## src/rtl/ps2_key_event_ctrl_if.sv

```systemverilog
// Byte-side (ps2_keyboard) and CPU-side (event FIFO read) signals of the key event controller.
interface ps2_key_event_ctrl_if;
   logic [7:0]  keydata;
   logic        ready;
   logic        overflow;
   logic        nextdata_n;
   logic        rd_en;
   logic [15:0] rd_data;
   logic        rd_valid;

   modport master (
      output keydata, ready, overflow, rd_en,
      input  nextdata_n, rd_data, rd_valid
   );

   modport slave (
      input  keydata, ready, overflow, rd_en,
      output nextdata_n, rd_data, rd_valid
   );
endinterface

```

## src/rtl/ps2_key_event_ctrl.sv

```systemverilog
// Pops bytes from ps2_keyboard, folds E0/F0 prefixes into key events, tracks modifiers
// and queues events in a show-ahead FIFO for the CPU keyboard register.
//
// state  | meaning
// S_IDLE | waiting for ready; keydata latched on exit
// S_POP  | nextdata_n low for one cycle; latched byte decoded
// S_GAP  | nextdata_n high, ready ignored while receiver updates
module ps2_key_event_ctrl #(
   parameter int DEPTH       = 16,
   parameter bit DROP_REPEAT = 1'b1
) (
   input  logic                  clk_i,
   input  logic                  clrn_i,
   ps2_key_event_ctrl_if.slave   bus,
   input  logic                  err_clr_i,
   output logic                  shift_o,
   output logic                  ctrl_o,
   output logic                  caps_o,
   output logic [7:0]            key_count_o,
   output logic                  err_o
);

   localparam int        AW      = $clog2(DEPTH);
   localparam logic [AW:0] PTR_ONE = 1;

   typedef enum logic [1:0] {S_IDLE, S_POP, S_GAP} state_t;

   state_t state_q, state_d;
   logic   latch_en;

   logic [7:0]  byte_q, byte_d;
   logic        ext_q, ext_d, brk_q, brk_d;
   logic        lshift_q, lshift_d, rshift_q, rshift_d;
   logic        ctrl_q, ctrl_d, caps_q, caps_d;
   logic [8:0]  last_make_q, last_make_d;
   logic        last_vld_q, last_vld_d;
   logic [7:0]  count_q, count_d;
   logic        err_q, err_d;
   logic [AW:0] wr_ptr_q, wr_ptr_d, rd_ptr_q, rd_ptr_d;
   logic [15:0] last_rd_q, last_rd_d;
   logic [15:0] mem_q [DEPTH];

   logic        is_pop, evt_done, evt_make, repeat_hit, push, pop, wr_ok, drop;
   logic        empty, full;
   logic [15:0] evt_word;

   always_ff @(posedge clk_i) begin
      if (!clrn_i) state_q <= S_IDLE;
      else         state_q <= state_d;
   end

   always_comb begin
      state_d = state_q;
      case (state_q)
         S_IDLE:  if (bus.ready) state_d = S_POP;
         S_POP:   state_d = S_GAP;
         S_GAP:   state_d = S_IDLE;
         default: state_d = S_IDLE;
      endcase
   end

   always_comb begin
      bus.nextdata_n = (state_q != S_POP);
      latch_en       = (state_q == S_IDLE) && bus.ready;
   end

   assign empty = (wr_ptr_q == rd_ptr_q);
   assign full  = (wr_ptr_q[AW] != rd_ptr_q[AW]) &&
                  (wr_ptr_q[AW-1:0] == rd_ptr_q[AW-1:0]);

   assign is_pop     = (state_q == S_POP);
   assign evt_done   = is_pop && (byte_q != 8'hE0) && (byte_q != 8'hF0);
   assign evt_make   = evt_done && !brk_q;
   assign repeat_hit = DROP_REPEAT && last_vld_q && (last_make_q == {ext_q, byte_q});
   assign push       = evt_done && !(evt_make && repeat_hit);
   assign pop        = bus.rd_en && !empty;
   assign wr_ok      = push && (!full || pop);
   assign drop       = push && full && !pop;
   assign evt_word   = {brk_q, ext_q, 6'b0, byte_q};

   always_comb begin
      byte_d      = byte_q;
      ext_d       = ext_q;
      brk_d       = brk_q;
      lshift_d    = lshift_q;
      rshift_d    = rshift_q;
      ctrl_d      = ctrl_q;
      caps_d      = caps_q;
      last_make_d = last_make_q;
      last_vld_d  = last_vld_q;
      count_d     = count_q;
      err_d       = err_q;
      wr_ptr_d    = wr_ptr_q;
      rd_ptr_d    = rd_ptr_q;
      last_rd_d   = last_rd_q;

      if (latch_en) byte_d = bus.keydata;

      if (is_pop) begin
         if (byte_q == 8'hE0) begin
            ext_d = 1'b1;
         end else if (byte_q == 8'hF0) begin
            brk_d = 1'b1;
         end else begin
            ext_d = 1'b0;
            brk_d = 1'b0;
            if (byte_q == 8'h12) lshift_d = !brk_q;
            if (byte_q == 8'h59) rshift_d = !brk_q;
            if (byte_q == 8'h14) ctrl_d   = !brk_q;
            if (byte_q == 8'h58 && brk_q) caps_d = !caps_q;
            // last_make only remembers makes that actually landed in the FIFO
            if (brk_q) begin
               last_vld_d = 1'b0;
            end else if (wr_ok) begin
               last_vld_d  = 1'b1;
               last_make_d = {ext_q, byte_q};
            end
         end
      end

      if (wr_ok && evt_make) count_d = count_q + 8'd1;
      if (wr_ok) wr_ptr_d = wr_ptr_q + PTR_ONE;
      if (pop) begin
         rd_ptr_d  = rd_ptr_q + PTR_ONE;
         last_rd_d = mem_q[rd_ptr_q[AW-1:0]];
      end

      if (err_clr_i)              err_d = 1'b0;
      if (bus.overflow || drop)   err_d = 1'b1;
   end

   always_ff @(posedge clk_i) begin
      if (!clrn_i) begin
         byte_q      <= 8'h00;
         ext_q       <= 1'b0;
         brk_q       <= 1'b0;
         lshift_q    <= 1'b0;
         rshift_q    <= 1'b0;
         ctrl_q      <= 1'b0;
         caps_q      <= 1'b0;
         last_make_q <= 9'h000;
         last_vld_q  <= 1'b0;
         count_q     <= 8'h00;
         err_q       <= 1'b0;
         wr_ptr_q    <= '0;
         rd_ptr_q    <= '0;
         last_rd_q   <= 16'h0000;
      end else begin
         byte_q      <= byte_d;
         ext_q       <= ext_d;
         brk_q       <= brk_d;
         lshift_q    <= lshift_d;
         rshift_q    <= rshift_d;
         ctrl_q      <= ctrl_d;
         caps_q      <= caps_d;
         last_make_q <= last_make_d;
         last_vld_q  <= last_vld_d;
         count_q     <= count_d;
         err_q       <= err_d;
         wr_ptr_q    <= wr_ptr_d;
         rd_ptr_q    <= rd_ptr_d;
         last_rd_q   <= last_rd_d;
      end
   end

   // Storage needs no reset: entries are only visible between the pointers.
   always_ff @(posedge clk_i) begin
      if (wr_ok) mem_q[wr_ptr_q[AW-1:0]] <= evt_word;
   end

   assign bus.rd_valid = !empty;
   assign bus.rd_data  = empty ? last_rd_q : mem_q[rd_ptr_q[AW-1:0]];
   assign shift_o      = lshift_q || rshift_q;
   assign ctrl_o       = ctrl_q;
   assign caps_o       = caps_q;
   assign key_count_o  = count_q;
   assign err_o        = err_q;

endmodule
```

## src/flat_wrapper.sv

```systemverilog
// flat-port wrapper written by rule: the top's interface ports become plain ports
module ps2_key_event_ctrl_flat 
#(
   parameter int DEPTH       = 16,
   parameter bit DROP_REPEAT = 1'b1
)
  (clk_i, clrn_i, err_clr_i, shift_o, ctrl_o, caps_o, key_count_o, err_o, bus_keydata, bus_ready, bus_overflow, bus_rd_en, bus_nextdata_n, bus_rd_data, bus_rd_valid);
  ps2_key_event_ctrl_if bus_i ();
  input  logic clk_i;
  input  logic clrn_i;
  input  logic err_clr_i;
  output logic shift_o;
  output logic ctrl_o;
  output logic caps_o;
  output logic [7:0] key_count_o;
  output logic err_o;
  input wire logic [$bits(bus_i.keydata)-1:0] bus_keydata;
  input wire logic [$bits(bus_i.ready)-1:0] bus_ready;
  input wire logic [$bits(bus_i.overflow)-1:0] bus_overflow;
  input wire logic [$bits(bus_i.rd_en)-1:0] bus_rd_en;
  output wire logic [$bits(bus_i.nextdata_n)-1:0] bus_nextdata_n;
  output wire logic [$bits(bus_i.rd_data)-1:0] bus_rd_data;
  output wire logic [$bits(bus_i.rd_valid)-1:0] bus_rd_valid;
  assign bus_i.keydata = bus_keydata;
  assign bus_i.ready = bus_ready;
  assign bus_i.overflow = bus_overflow;
  assign bus_i.rd_en = bus_rd_en;
  assign bus_nextdata_n = bus_i.nextdata_n;
  assign bus_rd_data = bus_i.rd_data;
  assign bus_rd_valid = bus_i.rd_valid;
  ps2_key_event_ctrl #(.DEPTH(DEPTH), .DROP_REPEAT(DROP_REPEAT)) u_core (.clk_i(clk_i), .clrn_i(clrn_i), .bus(bus_i), .err_clr_i(err_clr_i), .shift_o(shift_o), .ctrl_o(ctrl_o), .caps_o(caps_o), .key_count_o(key_count_o), .err_o(err_o));
endmodule
```

## config.mk

```make
export PLATFORM = sky130hd
export DESIGN_NAME = ps2_key_event_ctrl_flat
export DESIGN_NICKNAME = d
export VERILOG_FILES = /design/src/rtl/ps2_key_event_ctrl_if.sv /design/src/rtl/ps2_key_event_ctrl.sv /design/src/flat_wrapper.sv
export SDC_FILE = /design/constraint.sdc
export NUM_CORES = 1
export LEC_CHECK = 0
export CORE_UTILIZATION = 60
export DETAILED_ROUTE_END_ITERATION = 6
export GPL_ROUTABILITY_DRIVEN = 0
export PLACE_DENSITY = 0.82
export SKIP_CTS_REPAIR_TIMING = 1
export SYNTH_ARGS = -nofsm -noshare
export SYNTH_HDL_FRONTEND = slang
export SYNTH_SLANG_ARGS = --single-unit
```

## constraint.sdc

```tcl
create_clock -name clk_i -period 3.9 [get_ports clk_i]
set_input_delay 0.585 -clock clk_i [delete_from_list [all_inputs] [get_ports clk_i]]
set_output_delay 0.585 -clock clk_i [all_outputs]
set_load 0.005 [all_outputs]
```

Yosys cells after proc, flatten, opt, wreduce, memory -nomap -nowiden:

Memory sizes are Yosys's and may differ from the RTL's. A register that Yosys moved wholly into a read port is not among the register bits.
Index checks and enable logic that the tools add are counted.

* register bits: 61
* output and inout bits: 30
* RAM bits: 160
* logic and storage cells: 86
* bits of input ports: 14
* memories kept: 1

* $add $sub $neg: 3
* eq/ne operators: 16
* bitwise operators: 3
* reduce and logical (&&, ||, !) cells: 34
* muxes and demuxes: 14

Memories
* u_core.mem_q: depth 16, bits a word 10, rd ports 1, clocked after Yosys merged registers in 1, wr ports 1, RTL line ps2_key_event_ctrl.sv:41 `logic [15:0] mem_q [DEPTH];`

Operators by type and width (count)
* AND reduction 4 bit: 5
* equality test 8 x 5 -> 1 bit, second input constant: 2
* equality test 8 x 7 -> 1 bit, second input constant: 2
* equality test 8 bit, second input constant: 2
* two-way mux 16 bit: 1
* != test 8 bit, second input constant: 2
* logical AND 1 bit: 14
* adder 5 x 1 -> 5 bit, second input constant: 2
* equality test 9 bit: 1
* two-way mux 1 bit: 9
* adder 8 x 1 -> 8 bit, second input constant: 1
* two-way mux 4 bit: 2
* logical NOT 1 bit: 6
* equality test 5 bit: 1
* AND reduction 5 bit: 1
* equality test 4 bit: 1
* != test 2 x 1 -> 1 bit, second input constant: 2
* one-hot mux 2 bit (2 select lines): 1
* AND reduction 2 bit: 2
* nonzero test 2 bit: 2
* logical OR 1 bit: 3
* inverter 1 bit: 3
* equality test 2 x 1 -> 1 bit, second input constant: 1
* logical NOT 2 bit: 1
* 3 further kinds: 3

Logic depth before layout (Yosys ltp):

* depth in word-level cells: 11
* gate-level depth with buffers: 7
* depth with buffers taken out: 6

Worst setup path before layout:

No wires, ideal clock.

* kind: register to register
* start point: reg u_core.byte_q[0]
* end point: mem u_core.mem_q[10][0] (netlist name) (enable)
* library setup time: 0.343 ns
* slack: 1.562 ns
* data required time: 3.557 ns
* stages on the path, launching flop included: 8
* arrival time: 1.995 ns
* path buffers: 2
* period minus slack after synthesis: 2.338 ns
* cell sequence: dfxtp_1 buf_2 nor2_1 a41oi_4 o21ai_2 nor2_1 buf_2 and3_1

* word-level cells in the longest chain between the ends: 10
* elaborated cells on any way between the ends: 13
* classes of those cells: eq/ne (3); mux (2); reduce/logical (8)

Ends and longest elaborated chain
* from (decl): RTL line ps2_key_event_ctrl.sv:31 `logic [7:0] byte_q, byte_d;`
* from (signal assigned): RTL line ps2_key_event_ctrl.sv:149 `byte_q <= byte_d;`
* != test 8 bit: RTL line ps2_key_event_ctrl.sv:72 `assign evt_done = is_pop && (byte_q != 8'hE0) && (byte_q != 8'hF0);`
* logical AND 1 bit (2 in a row): RTL line ps2_key_event_ctrl.sv:72
* logical AND 1 bit: RTL line ps2_key_event_ctrl.sv:73 `assign evt_make = evt_done && !brk_q;`
* logical AND 1 bit: RTL line ps2_key_event_ctrl.sv:75 `assign push = evt_done && !(evt_make && repeat_hit);`
* logical NOT 1 bit: RTL line ps2_key_event_ctrl.sv:75
* logical AND 1 bit *: RTL line ps2_key_event_ctrl.sv:75
* logical AND 1 bit *: RTL line ps2_key_event_ctrl.sv:77 `assign wr_ok = push && (!full || pop);`
* two-way mux 1 bit *: RTL line ps2_key_event_ctrl.sv:168 `if (wr_ok) mem_q[wr_ptr_q[AW-1:0]] <= evt_word;`
* two-way mux 1 bit (not written as such) *: RTL line ps2_key_event_ctrl.sv:168
* to (decl): RTL line ps2_key_event_ctrl.sv:41

Mark *: on every way between the ends. The rest lies on a longest branch, timed or not.

==> flow_summary.yaml <==
sta:
  drv_slew: 0
  rsz0062_at_grt: "false"
  final_hold_viol_count: 0
  fmax_ghz: 0.277
  worst_pin_slew_ps: 1000
  period_needed_ps: 3620
  setup_violations: 0
  fin_skew_ps: 9.99
  finalWorstSetupSlack_ps: 284
  relSlewSlack: 0.332
  setup_tns_ps: 0
  fin_crit_sh: 0.927
routing:
  drt_iter0_drc: 518
  dr_total_vias: 5089
  wl_per_cell_um: 23.0
  drtPass1Iterations: 7
  routed_wirelength_um: 18800
  via_per_inst: 6.21
  drc: 1
  postRouteAntennaNets: 0
global_route:
  grt_use_met1: 0.318
  grtUsageTotal: 0.249
  grt_pass1_vias: 5005
  gr-total-overflow: 0
  antenna_found_initial: 0
  busiest_layer: "met2"
  grt_pass1_wl_um: 27700
  grt_use_met2: 0.433
  grtUsageMet3: 0.0440
  grt_max_degree: 62
setup_path:
  worst_ep_required_time_ps: 3310
  worstSetupEndpointType: "output pin"
  arrival_ps: 3030
  reg2reg_slack_ps: 760
  worst_r2r_startpoint: "u_core.byte_q[6]$_SDFFE_PN0P_"
  worst_path_max_delay_cell: "dfxtp_2"
  start_kind: "flip-flop"
  r2r-end: "u_core.mem_q[13][7]$_DFFE_PP_"
  path_max_fanout: 13
  critPathKind: "flip-flop to output pin"
  path_cells: "buf_4, mux4_2, a22oi_1, nand2_1, mux2_2, clkdlybuf4s50_1"
  r2r.worst_path.cells: 6
  cpPeakStageDelay_ps: 610
hold_path:
  min_to: "u_core.last_rd_q[0]$_SDFFE_PN0P_"
  hold_path_class: "flip-flop to flip-flop"
  worstHoldPathCells: 2
  hp-start: "u_core.last_rd_q[0]$_SDFFE_PN0P_"
placement:
  place.port_buffers: 37
  pre_cts_ws_ps: 775
  dp_hpwl_um: 11900
  post_dp_cell_area_sq_um: 9500
clock_network:
  root_buffer: "clkbuf_16"
  htree_levels: 1
  cts_tree: "done"
  path_clk_slew_ps: 60
  max-clock-path-buffers: 3
  clk_latency_ps: 480
  clock-sinks: 219
  cts_inserted_buffers: 21
floorplanning:
  die_x_um: 124
  coreArea_sq_um: 14500
  die_y_um: 124
  dieArea_sq_um: 15400
  io_pins: 44
  start_util: 0.613
  rows: 44
finish:
  nNetsFinal: 641
  postLayoutCellArea_sq_um: 10100
  n_antenna_cell: 0
  area.growth.synth_to_final_pct: 13.3
  fillers: 938
  drive_above_1_share: 0.165
synthesis:
  async_reset_ff_frac: 0
  synthFlopType: "edfxtp_1"
  syn_inst: 576
  synth_area_sq_um: 8910
  synth-seq-cells: 219
  yosys_warnings: 0
  synth_edf_count: 160
  ys_seq_area_frac: 0.671
  synth.avg_cell_area_sq_um: 15.5
  synth.distinct_cells: 53
pwr:
  power.density_nw_per_um2: 488
  vdd_drop_max_mv: 0.296
  p_leak_nw: 3.38
run:
  drv_cap: 0
run_status:
  status: "finished with violations"
  violations: "design-rule violations"
-- cells by family (layout without fill, tap and decap cells) --
group                      count (synthesis)  count (layout)  share of synthesized area
muxes                                     78              78                      0.145
adders and majority gates                  6               6                    0.00842
DFF                                      219             219                      0.671
other                                      1               6                   0.000421
and+or+nand+nor                          158             158                     0.0912
xor gates and xnor gates                  18              18                     0.0177
buffers and inverters                     42              96                     0.0220
AOI/OAI and AO/OA                         54              54                     0.0436
-- worst max path at each step --
stage               depth (start not counted)                             to  slack (ps)
finish                                      6                 bus_rd_data[1]         280
global route                                6                 bus_rd_data[3]         170
CTS                                         6                 bus_rd_data[1]         290
detailed placement                          5   u_core.mem_q[3][8]$_DFFE_PP_         770
global placement                            6                 bus_rd_data[6]         840
floorplan                                   7  u_core.mem_q[10][0]$_DFFE_PP_        1560
-- stage by stage --
step | utilization | instances | total power (W) | hold WS (ps)
CTS | 0.695 | 819 | 0.00494 | 462
global placement | 0.654 | 782 | 0.00313 | 442
detailed placement | 0.654 | 782 | 0.00315 | 453
finish | 0.695 | 819 | 0.00493 | 461
global route | 0.695 | 819 | 0.00507 | 494
floorplan | - | 581 | 0.00296 | 433
-- metal layers --
layer	part of all wire	wire length, um
met5	0	0
met4	0.030	564
met3	0.054	1010
met2	0.51	9680
met1	0.40	7570
-- final cells by class --
type | instances | area (sq um) | share of cell area
repair buffers | 53 | 510 | 0.0505
clock buffers | 36 | 594 | 0.0588
flip-flops and latches | 219 | 5990 | 0.593
well taps | 184 | 230 | 0.0228
inverters | 6 | 22.5 | 0.00223
multi-input cells | 320 | 2750 | 0.272
clock inverters | 1 | 5.00 | 0.000495
-- critical path: cells and delay by family (launching register included) --
kind | cells | cell delay, ps
buffers and inverters | 2 | 730
and+or+nand+nor | 1 | 160
AOI/OAI and AO/OA | 1 | 230
muxes | 2 | 820
DFF | 1 | 610
-- power by group --
part / switching (W) / internal, W
logic: 0.000245 / 0.000267
registers: 0.0000554 / 0.00254
clock network: 0.000793 / 0.00103
total: 0.00109 / 0.00383
-- placed cells by master, fill, tap and decap left out, drive strengths merged, types with 2 or more instances in the layout --
cell type      count
edfxtp           160
dfxtp             59
nand2             56
mux4              40
clkdlybuf4s50     36
clkbuf            36
nor2              28
mux2i             28
a22oi             20
buf               17
xnor2             15
o21ai             14
nand3             13
and3              13
mux2              10
nand2b             8
a21oi              8
and2               6
ha                 6
conb               6
inv                6
nand4              6
nor2b              5
o31ai              4
or4                4
nor3               4
xor2               3
and4               3
nor3b              3
nor4               2
or2                2
-- flip-flops by register name, indices dropped and copies added (netlist names), 2 cells and up, named ones only --
signal	count
u_core.mem_q	160
u_core.state_q	2
u_core.wr_ptr_q	5
u_core.byte_q	8
u_core.key_count_o	8
u_core.last_rd_q	10
u_core.last_make_q	9
u_core.rd_ptr_q	5
-- synth_stat cells (2+ instances only) --
cell      number  area [sq um]
a21oi_1        8          40.0
a22oi_1       20           150
and2_1         6          37.5
and3_1        13          81.3
and4_1         3          26.3
buf_1          4          15.0
buf_2          9          45.0
buf_4          7          52.6
clkbuf_1      15          56.3
dfxtp_1       59          1180
edfxtp_1     160          4800
ha_1           6          75.1
inv_1          5          18.8
mux2_2        10           113
mux2i_1       28           280
mux4_2        40           901
nand2_1       56           210
nand2b_1       8          50.1
nand3_1       13          65.1
nand4_1        5          31.3
nor2_1        28           105
nor2b_1        4          25.0
nor3_1         2          10.0
nor3_2         2          20.0
nor3b_1        2          15.0
nor4_1         2          12.5
o21ai_0       13          65.1
o31ai_1        4          30.0
or4_1          4          30.0
xnor2_1       15           131
xor2_1         3          26.3
No activity file was read; power rests on OpenSTA's default activity.
==> edit (same settings) <==
`DROP_REPEAT` is set to 1'b1 in 2 places; all go to 1'b0.
--- a/src/rtl/ps2_key_event_ctrl.sv
+++ b/src/rtl/ps2_key_event_ctrl.sv
@@ -9,3 +9,3 @@
    parameter int DEPTH       = 16,
-   parameter bit DROP_REPEAT = 1'b1
+   parameter bit DROP_REPEAT = 1'b0
 ) (
--- a/src/flat_wrapper.sv
+++ b/src/flat_wrapper.sv
@@ -4,3 +4,3 @@
    parameter int DEPTH       = 16,
-   parameter bit DROP_REPEAT = 1'b1
+   parameter bit DROP_REPEAT = 1'b0
 )
Formal check against the unedited RTL: not equivalent (a bounded check fails within 10 cycles, from zero or initial values).
==> edit against the unedited design <==
First-iteration DRC count increased by 2.7%; sequential cell count decreased by 10; final area decreased by 4.8%; wire length decreased by 7.3%; clock power increased by 3%; synthesized area decreased by 6.8%; core utilization increased by 2.2 points; critical endpoint is now bus_rd_data[7]; sequential power decreased by 3%; setup slack got worse by 0.025 ns; total power about the same.
==> edit: results <==
{
  "use_met1_pct": 34.7,
  "worstHoldEndpoint": "u_core.key_count_o[7]",
  "route.met2.wl_um": 9050,
  "totalWireLength_um": 17500,
  "use_met3_pct": 3.42,
  "p_switching_mw": 1.10,
  "p_leak_nw": 3.30,
  "comb_power_share_pct": 10.9,
  "final_cells": 754,
  "place_inst": 717,
  "max_stage_delay_ns": 0.56,
  "via_per_inst": 6.15,
  "synth_top_cell_area_share_pct": 57.8,
  "place_hpwl_um": 11100,
  "grt_first_pass_wirelength_um": 27200,
  "drt_iter0_drc": 532,
  "dp_slack_ns": 0.755,
  "synth_xor_area_share_pct": 1.26,
  "finalNetCount": 584,
  "seq_power_share_pct": 50.8,
  "synth_compound_area_share_pct": 3.18,
  "arrival_ns": 3.06,
  "placed_cell_area_um2": 8970,
  "met1_length_um": 6760,
  "synth_commonest_cells": "edfxtp_1 (160), nor2_1 (57), dfxtp_1 (49), mux4_2 (40)",
  "seq_area_frac_synth_pct": 69.6,
  "synth.area.mux_share_pct": 15.7,
  "ys_ff_latch": 209,
  "outcome": "completed",
  "drc_errors": 0,
  "yosys-top-cells-area": "edfxtp_1 (58%), dfxtp_1 (12%), mux4_2 (11%)",
  "grt_start_max_net_pins": 41,
  "drt_pass1_iterations": 5,
  "r2r-end": "u_core.mem_q[3][7]",
  "wl_met3_um": 1160,
  "n_fill_cell": 803,
  "r2r_slack_ns": 1.26,
  "synthAdderAreaFrac_pct": 0.903,
  "r2r-start": "u_core.byte_q[2]",
  "hold_ws_ns": 0.479,
  "reg2reg_depth": 7,
  "drive_above_1_share_pct": 19.7,
  "peakVddDrop_mv": 0.329,
  "finClkSkew_ns": 0.00756,
  "met2_usage_pct": 43.6,
  "crit_path_top_delay_cell": "mux4_2",
  "seq-power_mw": 2.50,
  "dr.max_layer_used": "met4",
  "grt_pass1_vias": 4696,
  "syn_avg_cell_area_um2": 16.5,
  "postSynth.asyncResetShare_pct": 0
}
## edit: changes by cell type in the layout (fill, tap and decap cells not counted), sizes merged, moves of 6 or more
cell,unedited run,this run
and3,13,2
buf,17,23
clkbuf,36,26
clkinv,1,9
dfxtp,59,49
nand2,56,29
nand3,13,4
nor2,28,57
o21ai,14,0
xnor2,15,8
## edit: final cells by class
cell class	count	area, um2	area share [%]
flip-flops and latches	209	5790	60.2
multi-input cells	266	2370	24.7
repair buffers	60	568	5.91
clock buffers	26	564	5.87
well taps	176	220	2.29
clock inverters	11	81.3	0.846
inverters	6	22.5	0.234
## edit: worst max-delay path by stage
stage	cells after the start	startpoint	slack [ns]	endpoint
finish	6	flop	0.26	bus_rd_data[7]
global route	6	flop	0.15	bus_rd_data[7]
CTS	6	flop	0.22	bus_rd_data[7]
detailed placement	6	flop	0.75	bus_rd_data[7]
global placement	6	flop	0.80	bus_rd_data[0]
floorplan	6	u_core.byte_q[2]	1.22	u_core.mem_q[0][0]
